### src/rtl/video_pattern_gen.sv
// Video timing + test-pattern source: syncs, data_valid, markers and PPC RGB pixels per clock.
// Latency: every output is registered and lags the internal h/v counters by exactly one clock.
// Backpressure: none (free-running source); enable=0 only stops the stream at the end of the current frame.
module video_pattern_gen #(
    parameter int H_ACTIVE  = 1920,
    parameter int H_FP      = 88,
    parameter int H_SYNC    = 44,
    parameter int H_BP      = 148,
    parameter int V_ACTIVE  = 1080,
    parameter int V_FP      = 4,
    parameter int V_SYNC    = 5,
    parameter int V_BP      = 36,
    parameter int PPC       = 1,
    parameter     HSYNC_POL = "NEGATIVE",
    parameter     VSYNC_POL = "NEGATIVE"
) (
    input  logic             clk,
    input  logic             reset,
    input  logic             enable,
    input  logic [1:0]       pattern_sel,
    input  logic [23:0]      solid_rgb,
    output logic             vsync,
    output logic             hsync,
    output logic             data_valid,
    output logic [8*PPC-1:0] data_r,
    output logic [8*PPC-1:0] data_g,
    output logic [8*PPC-1:0] data_b,
    output logic             sof,
    output logic             eol,
    output logic [15:0]      frame_cnt,
    output logic             busy
);

    localparam int H_TOTAL = H_ACTIVE + H_FP + H_SYNC + H_BP;
    localparam int V_TOTAL = V_ACTIVE + V_FP + V_SYNC + V_BP;
    localparam int HW      = $clog2(H_TOTAL);
    localparam int VW      = $clog2(V_TOTAL);
    // Bar width in pixels; (x*8)/H_ACTIVE == x/BAR_PIX because H_ACTIVE is a multiple of 8.
    localparam int BAR_PIX = H_ACTIVE / 8;

    localparam logic [HW-1:0] H_LAST = HW'(H_TOTAL - PPC);
    localparam logic [HW-1:0] H_STEP = HW'(PPC);
    localparam logic [VW-1:0] V_LAST = VW'(V_TOTAL - 1);

    // Active level of each sync; the idle level is its complement.
    localparam logic HS_ACT = (HSYNC_POL == "POSITIVE");
    localparam logic VS_ACT = (VSYNC_POL == "POSITIVE");

    typedef enum logic [1:0] {
        IDLE  = 2'd0,
        RUN   = 2'd1,
        DRAIN = 2'd2
    } state_t;

    state_t          state;
    state_t          state_nxt;
    logic [HW-1:0]   h_cnt;
    logic [VW-1:0]   v_cnt;
    logic [31:0]     h32;
    logic [31:0]     v32;
    logic            running;
    logic            last_beat;
    logic            frame_start;
    logic            in_active;
    logic            in_hsync;
    logic            in_vsync;
    logic            y_b4;
    logic [1:0]      sel_q;
    logic [1:0]      eff_sel;
    logic [23:0]     solid_q;
    logic [23:0]     eff_solid;
    logic [23:0]     pix_nxt [PPC];

    assign h32         = 32'(h_cnt);
    assign v32         = 32'(v_cnt);
    assign running     = (state != IDLE);
    assign busy        = running;
    assign last_beat   = (h_cnt == H_LAST) && (v_cnt == V_LAST);
    assign frame_start = running && (h_cnt == '0) && (v_cnt == '0);
    assign in_active   = (h32 < H_ACTIVE) && (v32 < V_ACTIVE);
    assign in_hsync    = (h32 >= H_ACTIVE + H_FP) && (h32 < H_ACTIVE + H_FP + H_SYNC);
    assign in_vsync    = (v32 >= V_ACTIVE + V_FP) && (v32 < V_ACTIVE + V_FP + V_SYNC);
    assign y_b4        = ((v32 & 32'h10) != 32'h0);

    // On the first beat of a frame the live selection is used directly, so the
    // sampled value already applies to pixel (0,0); the held copy covers the rest.
    assign eff_sel   = frame_start ? pattern_sel : sel_q;
    assign eff_solid = frame_start ? solid_rgb   : solid_q;

    // One pixel of the selected pattern at column x.
    function automatic logic [23:0] pix_at(input logic [1:0]  sel,
                                           input logic [23:0] solid,
                                           input logic [31:0] x,
                                           input logic        yb4);
        logic [2:0]  bar;
        logic [7:0]  xl;
        logic        xb4;
        logic [23:0] p;
        bar = 3'd0;
        for (int b = 1; b < 8; b++) begin
            if (x >= 32'(b * BAR_PIX)) bar = bar + 3'd1;
        end
        xl  = 8'(x);
        xb4 = ((x & 32'h10) != 32'h0);
        // Bar order white,yellow,cyan,green,magenta,red,blue,black:
        // red is on when bar[1]=0, green when bar[2]=0, blue when bar[0]=0.
        case (sel)
            2'd0:    p = {{8{~bar[1]}}, {8{~bar[2]}}, {8{~bar[0]}}};
            2'd1:    p = {xl, xl, xl};
            2'd2:    p = solid;
            default: p = (xb4 ^ yb4) ? 24'hFFFFFF : 24'h000000;
        endcase
        return p;
    endfunction

    // Per-lane pixel values for the beat the counters currently point at.
    always_comb begin
        for (int k = 0; k < PPC; k++) begin
            pix_nxt[k] = pix_at(eff_sel, eff_solid, h32 + 32'(k), y_b4);
        end
    end

    // State register.
    always_ff @(posedge clk or negedge reset) begin
        if (!reset) state <= IDLE;
        else        state <= state_nxt;
    end

    // Next-state logic: DRAIN keeps counting until the frame's last beat unless re-enabled.
    always_comb begin
        state_nxt = state;
        case (state)
            IDLE:    if (enable) state_nxt = RUN;
            RUN:     if (!enable) state_nxt = DRAIN;
            DRAIN: begin
                if (enable)         state_nxt = RUN;
                else if (last_beat) state_nxt = IDLE;
            end
            default: state_nxt = IDLE;
        endcase
    end

    // Raster counters: held at the origin while idle, free-running otherwise.
    always_ff @(posedge clk or negedge reset) begin
        if (!reset) begin
            h_cnt <= '0;
            v_cnt <= '0;
        end else if (!running) begin
            h_cnt <= '0;
            v_cnt <= '0;
        end else if (h_cnt == H_LAST) begin
            h_cnt <= '0;
            v_cnt <= (v_cnt == V_LAST) ? '0 : v_cnt + VW'(1);
        end else begin
            h_cnt <= h_cnt + H_STEP;
        end
    end

    // Pattern selection is captured at frame start and held for the frame.
    always_ff @(posedge clk or negedge reset) begin
        if (!reset) begin
            sel_q   <= 2'd0;
            solid_q <= 24'h0;
        end else if (frame_start) begin
            sel_q   <= pattern_sel;
            solid_q <= solid_rgb;
        end
    end

    // Completed-frame counter, stepped on the last beat of every emitted frame.
    always_ff @(posedge clk or negedge reset) begin
        if (!reset)                     frame_cnt <= 16'h0;
        else if (running && last_beat)  frame_cnt <= frame_cnt + 16'h1;
    end

    // Registered video outputs, one clock behind the counters.
    always_ff @(posedge clk or negedge reset) begin
        if (!reset) begin
            hsync      <= ~HS_ACT;
            vsync      <= ~VS_ACT;
            data_valid <= 1'b0;
            sof        <= 1'b0;
            eol        <= 1'b0;
            data_r     <= '0;
            data_g     <= '0;
            data_b     <= '0;
        end else begin
            hsync      <= (running && in_hsync) ? HS_ACT : ~HS_ACT;
            vsync      <= (running && in_vsync) ? VS_ACT : ~VS_ACT;
            data_valid <= running && in_active;
            sof        <= frame_start && in_active;
            eol        <= running && in_active && (h32 == H_ACTIVE - PPC);
            for (int k = 0; k < PPC; k++) begin
                data_r[8*k +: 8] <= (running && in_active) ? pix_nxt[k][23:16] : 8'h00;
                data_g[8*k +: 8] <= (running && in_active) ? pix_nxt[k][15:8]  : 8'h00;
                data_b[8*k +: 8] <= (running && in_active) ? pix_nxt[k][7:0]   : 8'h00;
            end
        end
    end

endmodule

### config.mk
export PLATFORM = sky130hd
export DESIGN_NAME = video_pattern_gen
export DESIGN_NICKNAME = d
export VERILOG_FILES = /design/src/rtl/video_pattern_gen.sv
export SDC_FILE = /design/constraint.sdc
export NUM_CORES = 1
export LEC_CHECK = 0
export BUFFER_PORTS_ARGS = -buffer_cell sky130_fd_sc_hd__buf_2
export CAP_MARGIN = 20
export CORE_MARGIN = 3
export CORE_UTILIZATION = 30
export CTS_CLUSTER_DIAMETER = 50
export CTS_CLUSTER_SIZE = 25
export DETAILED_ROUTE_END_ITERATION = 8
export PLACE_DENSITY = 0.45
export SLEW_MARGIN = 10
export SYNTH_ARGS = -nofsm -noshare
export SYNTH_HDL_FRONTEND = slang
export SYNTH_SLANG_ARGS = --single-unit
### constraint.sdc
create_clock -name clk -period 8.9 [get_ports clk]
set_clock_uncertainty 0.15 [all_clocks]
set_input_delay 0 -clock clk [delete_from_list [all_inputs] [get_ports clk]]
set_output_delay 0 -clock clk [all_outputs]
set_load 0.03 [all_outputs]
; ---- Yosys cells after proc, flatten, opt, wreduce, memory -nomap -nowiden
; Cells that the tools add are included.
[word_totals]
register_bits = 96
inputBits = 29
elab_cells = 95
out_inout_bits = 46
[classes]
bitwise_logic = 4
reduce_logical = 18
order_cmp = 13
n_eq_ne = 11
mux = 26
add_sub_neg = 9
[ops]
columns = cell, n
row1 = $pmux 24 s3, 1
row2 = $ge 12x11->1 const B, 4
row3 = $mux 24, 2
row4 = $mux 11, 3
row5 = $ge 12x10->1 const B, 2
row6 = $mux 12, 2
row7 = $mux 8, 3
row8 = $lt 11x11->1 const B, 2
row9 = $add 16x1->16 const B, 1
row10 = $add 3x1->3 const B, 5
row11 = $mux 3, 5
row12 = $add 12x1->12 const B, 1
row13 = $eq 12x11->1 const B, 1
row14 = $eq 12x12->1 const B, 1
row15 = $ge 12x8->1 const B, 1
row16 = $ge 12x9->1 const B, 1
row17 = $logic_and 1x1->1, 12
row18 = $logic_not 12->1, 1
row19 = $lt 12x11->1 const B, 1
row20 = $lt 12x12->1 const B, 1
row21 = $mux 2, 6
row22 = $add 11x1->11 const B, 1
row23 = $eq 11x11->1 const B, 1
row24 = $ge 11x11->1 const B, 1
row25 = 14 further kinds, 22

; ---- Longest topological paths before layout
[depth]
ltp_word = 17
depth_mapped = 24
mapped_depth_nobuf = 22

; ---- Worst setup path after synthesis
; OpenSTA, ideal clock, no wires.
[synth_path]
path_kind = flip-flop to flip-flop
start = register h_cnt[6]
end = register data_g[0]
path_stages_with_launch = 23
t_required_ps = 8663
path_slack_ps = 4101
t_arrival_ps = 4562
setup_ps = 87
period_less_slack_ps = 4799
path_buffers = 2
cell_sequence = dfrtp_1 -> clkbuf_1 -> nand4_1 -> and2_1 -> ha_1 -> xor2_1 -> ha_1 -> nand2_1 -> nand2_1 -> ha_1 -> nor2_1 -> a31oi_1 -> ha_1 -> a21boi_0 -> or2_2 -> ha_1 -> nand4_1 -> o211ai_1 -> xnor2_1 -> o2111a_1 -> or4b_1 -> buf_2 -> o211ai_1
[synth_via]
elab_chain_len = 17
elab_cells_between_ends = 34
classes_between = add/sub (6) / order compare (8) / eq/ne (2) / mux (11) / bitwise (1) / reduce/logical (6)
[synth_lines]
columns = item, line_no
row1 = "start, declared", 57  ; logic [HW-1:0] h_cnt;
row2 = "start signal, assigned", 155  ; h_cnt <= h_cnt + H_STEP;
row3 = $ge 12x8->1, 101  ; if (x >= 32'(b * BAR_PIX)) bar = bar + 3'd1;
row4 = $mux 1, 101
row5 = $add 1x1->2, 101
row6 = $mux 2, 101
row7 = $add 3x1->3, 101
row8 = $mux 3, 101
row9 = $add 3x1->3, 101
row10 = $mux 3, 101
row11 = $add 3x1->3, 101
row12 = $mux 3, 101
row13 = $add 3x1->3, 101
row14 = $mux 3, 101
row15 = $add 3x1->3, 101
row16 = $mux 3, 101
row17 = $not 1->1, 108  ; 2'd0: p = {{8{~bar[1]}}, {8{~bar[2]}}, {8{~bar[0]}}};
row18 = $pmux 24 s3, 107  ; case (sel)
row19 = $mux 8 *, 195  ; data_g[8*k +: 8] <= (running && in_active) ? pix_nxt[k][15:8] : 8'h00;
row20 = "end signal, assigned by index", 195
row21 = "end, declared", 26  ; output logic [8*PPC-1:0] data_g,
; Every way passes the cells marked *; elsewhere a longest branch is shown, timed or not.
; A chain may end at the register's enable or synchronous reset.

; ---- Final worst setup path
[layout_path]
start = register h_cnt[8]
end = register data_g[2]
; Same word-level chain as after synthesis.

==> results.md <==
* Critical path peak fanout at 13
* Total grt overflow at 0
* P&R area growth vs syn at 21.0%
* Setup ws final at 3.49 ns
* Post-CTS sizing at 0
* Detail Route Antenna Nets at 0
* GRT Util Overall at 0.153
* Largest net degree at the start of global routing at 55
* Clock slew at reported path FFs at 0.07 ns
* Startpoint Class: flip-flop
* Clk sinks at 96
* Hold_ws at 0.0346 ns
* Post-layout util at 0.377
* Asr flop ratio synth at 1.00
* DP Area at 0.00576 sq mm
* Dominant synthesized flop cell: dfrtp_1
* Initial drt markers at 410
* Core region area at 0.0169 sq mm
* Syn Std Cell Area at 0.00525 sq mm
* Max-slew headroom at 0.518
* Vias after detailed routing at 4494
* MaxCap Viol Count at 0
* # DRC at 0
* Slew Limit Fails at 0
* Yosys reg bits at 96
* Routability cong. at 0.908
* Required @ worst endpoint at 8.93 ns
* Switching part of the total at 0.377
* Initial antenna violation count at 0
* RSZ-0062 raised after global routing: no
* Cell variety after synth at 60
* TritonCTS Buffers at 9
* Starting density of the core at 0.311
* Synth Warn # at 0
* Comb power frac at 0.344
* Postcts setup bufs at 0
* Pre-CTS setup slack at 3.54 ns
* Design area at 0.00636 sq mm
* Post-DP HPWL at 10200 um
* Synth Net Count at 609
* Root buf cell: clkbuf_16
* # fillers at 1695
* VDD IR max at 0.0927 mV
* I/O Buffers at 74
* Kind of critical path: flip-flop to flip-flop
* Worst Tran Pin Value at 0.702 ns
* Psw at 0.581 mW
* I/O pin count at 75
* HP Class: primary input to asynchronous set/reset pin
* Syn_area_per_cell at 9.23 sq um
* Avg WL per Cell at 16.8 um
* First drt pass iteration count at 5
* Pwr dens at 242 mW/mm^2
* Clock power frac at 0.265
* Rows at 47
* CTS tree: built
* Vias in the first global route at 4292
* Worst-Skew Late Latency at 0.35 ns
* Die height at 138 um
* CP endpoint kind: flip-flop
* Final net count at 690
* Achievable Freq at 185 MHz
* Post-route insts no fill at 875
* Final worst path period share at 0.608
* Post-synth EDFFs at 0
* Seq/Total Area, Yosys at 0.458
* Setup violators final at 0
* Die width at 138 um
* Clk buf depth at 2
* Status: completed
* Die area at 0.0191 sq mm
* Internal at 0.958 mW
* Inst Count DP at 831
* Synth Instances at 569
* First-pass GRT wire length at 23800 um
* Layout cell share with drive strength beyond 1 at 0.185
* Fin Setup TNS at 0 ns
* Hold_buf cts at 26
* Critical path data arrival time at 5.44 ns
* Hold Violations, Final at 0
* Period minus WS final at 5.41 ns
* Routed wire length at 14700 um
* Total power at 1.54 mW
* Leakage at 3.05 nW
* H-tree lvl count at 3
* Via density at 5.14
* Diodes inserted at 0
* Seq pwr share at 0.391
-- flip-flops by register name, summed over array words and instances, names as in the netlist --
register,cells
data_r,8
vsync,1
data_g,8
sof,1
data_valid,1
eol,1
sel_q,2
hsync,1
solid_q,24
h_cnt,12
v_cnt,11
state,2
frame_cnt,16
data_b,8
-- worst paths after layout --
check | from | cells past startpoint | endpoint | slack (ns)
max | h_cnt[8]$_DFF_PN0_ | 20 | data_g[2]$_DFF_PN0_ | 3.49
min | reset | 2 | state[1]$_DFFE_PN0P_ | 0.03
max reg2reg | h_cnt[8]$_DFF_PN0_ | 20 | data_g[2]$_DFF_PN0_ | 3.49
min reg2reg | solid_q[20]$_DFF_PN0_ | 2 | solid_q[20]$_DFF_PN0_ | 0.31
max in group asynchronous | reset | 3 | data_r[7]$_DFF_PN0_ | 7.45
min in group clk | enable | 3 | state[1]$_DFFE_PN0P_ | 0.21
-- placed cells by master (no fill, tap or decap), types with 3 or more instances in the layout --
master         instances
nand3b_1               6
nand2_1               99
nand2b_1               3
buf_4                  4
nor4_4                 3
o211ai_1              10
and2_1                 6
nor2_1                38
or4_1                  3
clkbuf_16              9
and4_1                 5
ha_1                  11
a211oi_1               8
inv_1                 14
o21ai_0               27
a21boi_0               3
mux2i_1                4
o2111ai_1              3
a31oi_1               11
a311oi_1               9
nor4_1                 4
nand4_1               13
clkbuf_8               3
mux2_2                10
or3_1                  5
nor3_1                 6
dlygate4sd3_1         26
xnor2_1               14
dfrtp_1               94
nand3_1               25
buf_2                 73
a21oi_1               19
xor2_1                15
and3_1                34
-- synth_stat cells, drive strengths merged (10+ instances only) --
library cell / number / share of area
inv: 15 / 0.011
dfrtp: 94 / 0.45
xnor2: 14 / 0.023
ha: 11 / 0.026
o21ai: 28 / 0.027
nand2: 99 / 0.071
o211ai: 10 / 0.014
nand4: 13 / 0.015
clkbuf: 24 / 0.017
a31oi: 12 / 0.015
buf: 11 / 0.014
and3: 34 / 0.040
a311oi: 10 / 0.018
mux2: 10 / 0.021
nand3: 27 / 0.028
a21oi: 19 / 0.018
xor2: 15 / 0.025
nor2: 38 / 0.027
-- power by group through the flow --
| stage | Sequential, mW | Combinational [mW] | Clock, mW |
|---|---|---|---|
| 6_report | 0.601 | 0.530 | 0.407 |
| 3_5_place_dp | 0.610 | 0.525 | 0 |
| 4_1_cts | 0.602 | 0.535 | 0.423 |
| 2_1_floorplan | 0.676 | 0.279 | 0 |
| 3_3_place_gp | 0.606 | 0.522 | 0 |
| 5_1_grt | 0.613 | 0.587 | 0.444 |
-- final cells by class --
| cell class | count | area [sq um] | area share |
|---|---|---|---|
| Tap cell | 220 | 275 | 0.0433 |
| Timing Repair Buffer | 105 | 676 | 0.106 |
| Clock buffer | 12 | 267 | 0.0419 |
| Clock inverter | 4 | 51.3 | 0.00807 |
| Multi-Input combinational cell | 423 | 2630 | 0.413 |
| Sequential cell | 96 | 2400 | 0.378 |
| Inverter | 15 | 56.3 | 0.00886 |
-- worst max-delay path, cell delays in order, from the launching register on --
cell and delay [ns]:
dfrtp_1 0.53, nor4_1 0.48, and2_1 0.23, ha_1 0.30, xor2_1 0.27, ha_1 0.27
nand2_1 0.10, nand2_1 0.06, ha_1 0.30, nor2_1 0.05, a31oi_1 0.15, ha_1 0.24
a21boi_0 0.13, or2_2 0.33, ha_1 0.21, nand4_1 0.10, o211ai_1 0.14, xnor2_1 0.18
o2111a_1 0.26, o2111ai_1 0.58, o211ai_1 0.19
-- per-layer routing --
| metal | global-route usage | wire length (um) | part of all wire |
|---|---|---|---|
| met1 | 0.215 | 7080 | 0.48 |
| met4 | 0.0400 | 232 | 0.016 |
| met2 | 0.235 | 6780 | 0.46 |
| met3 | 0.0394 | 652 | 0.044 |
| met5 | 0 | 0 | 0 |
-- cell families after synthesis --
group                    count (synthesis)  synth area share
buffers and inverters                   50            0.0422
AND/OR/NAND/NOR                        263             0.261
multiplexers                            14            0.0291
AO/OA/AOI/OAI                          106             0.135
XOR/XNOR                                29            0.0484
adder cells (fa/ha/maj)                 11            0.0262
flip-flops                              96             0.458
Note: power is estimated with default switching activity, not from simulation.
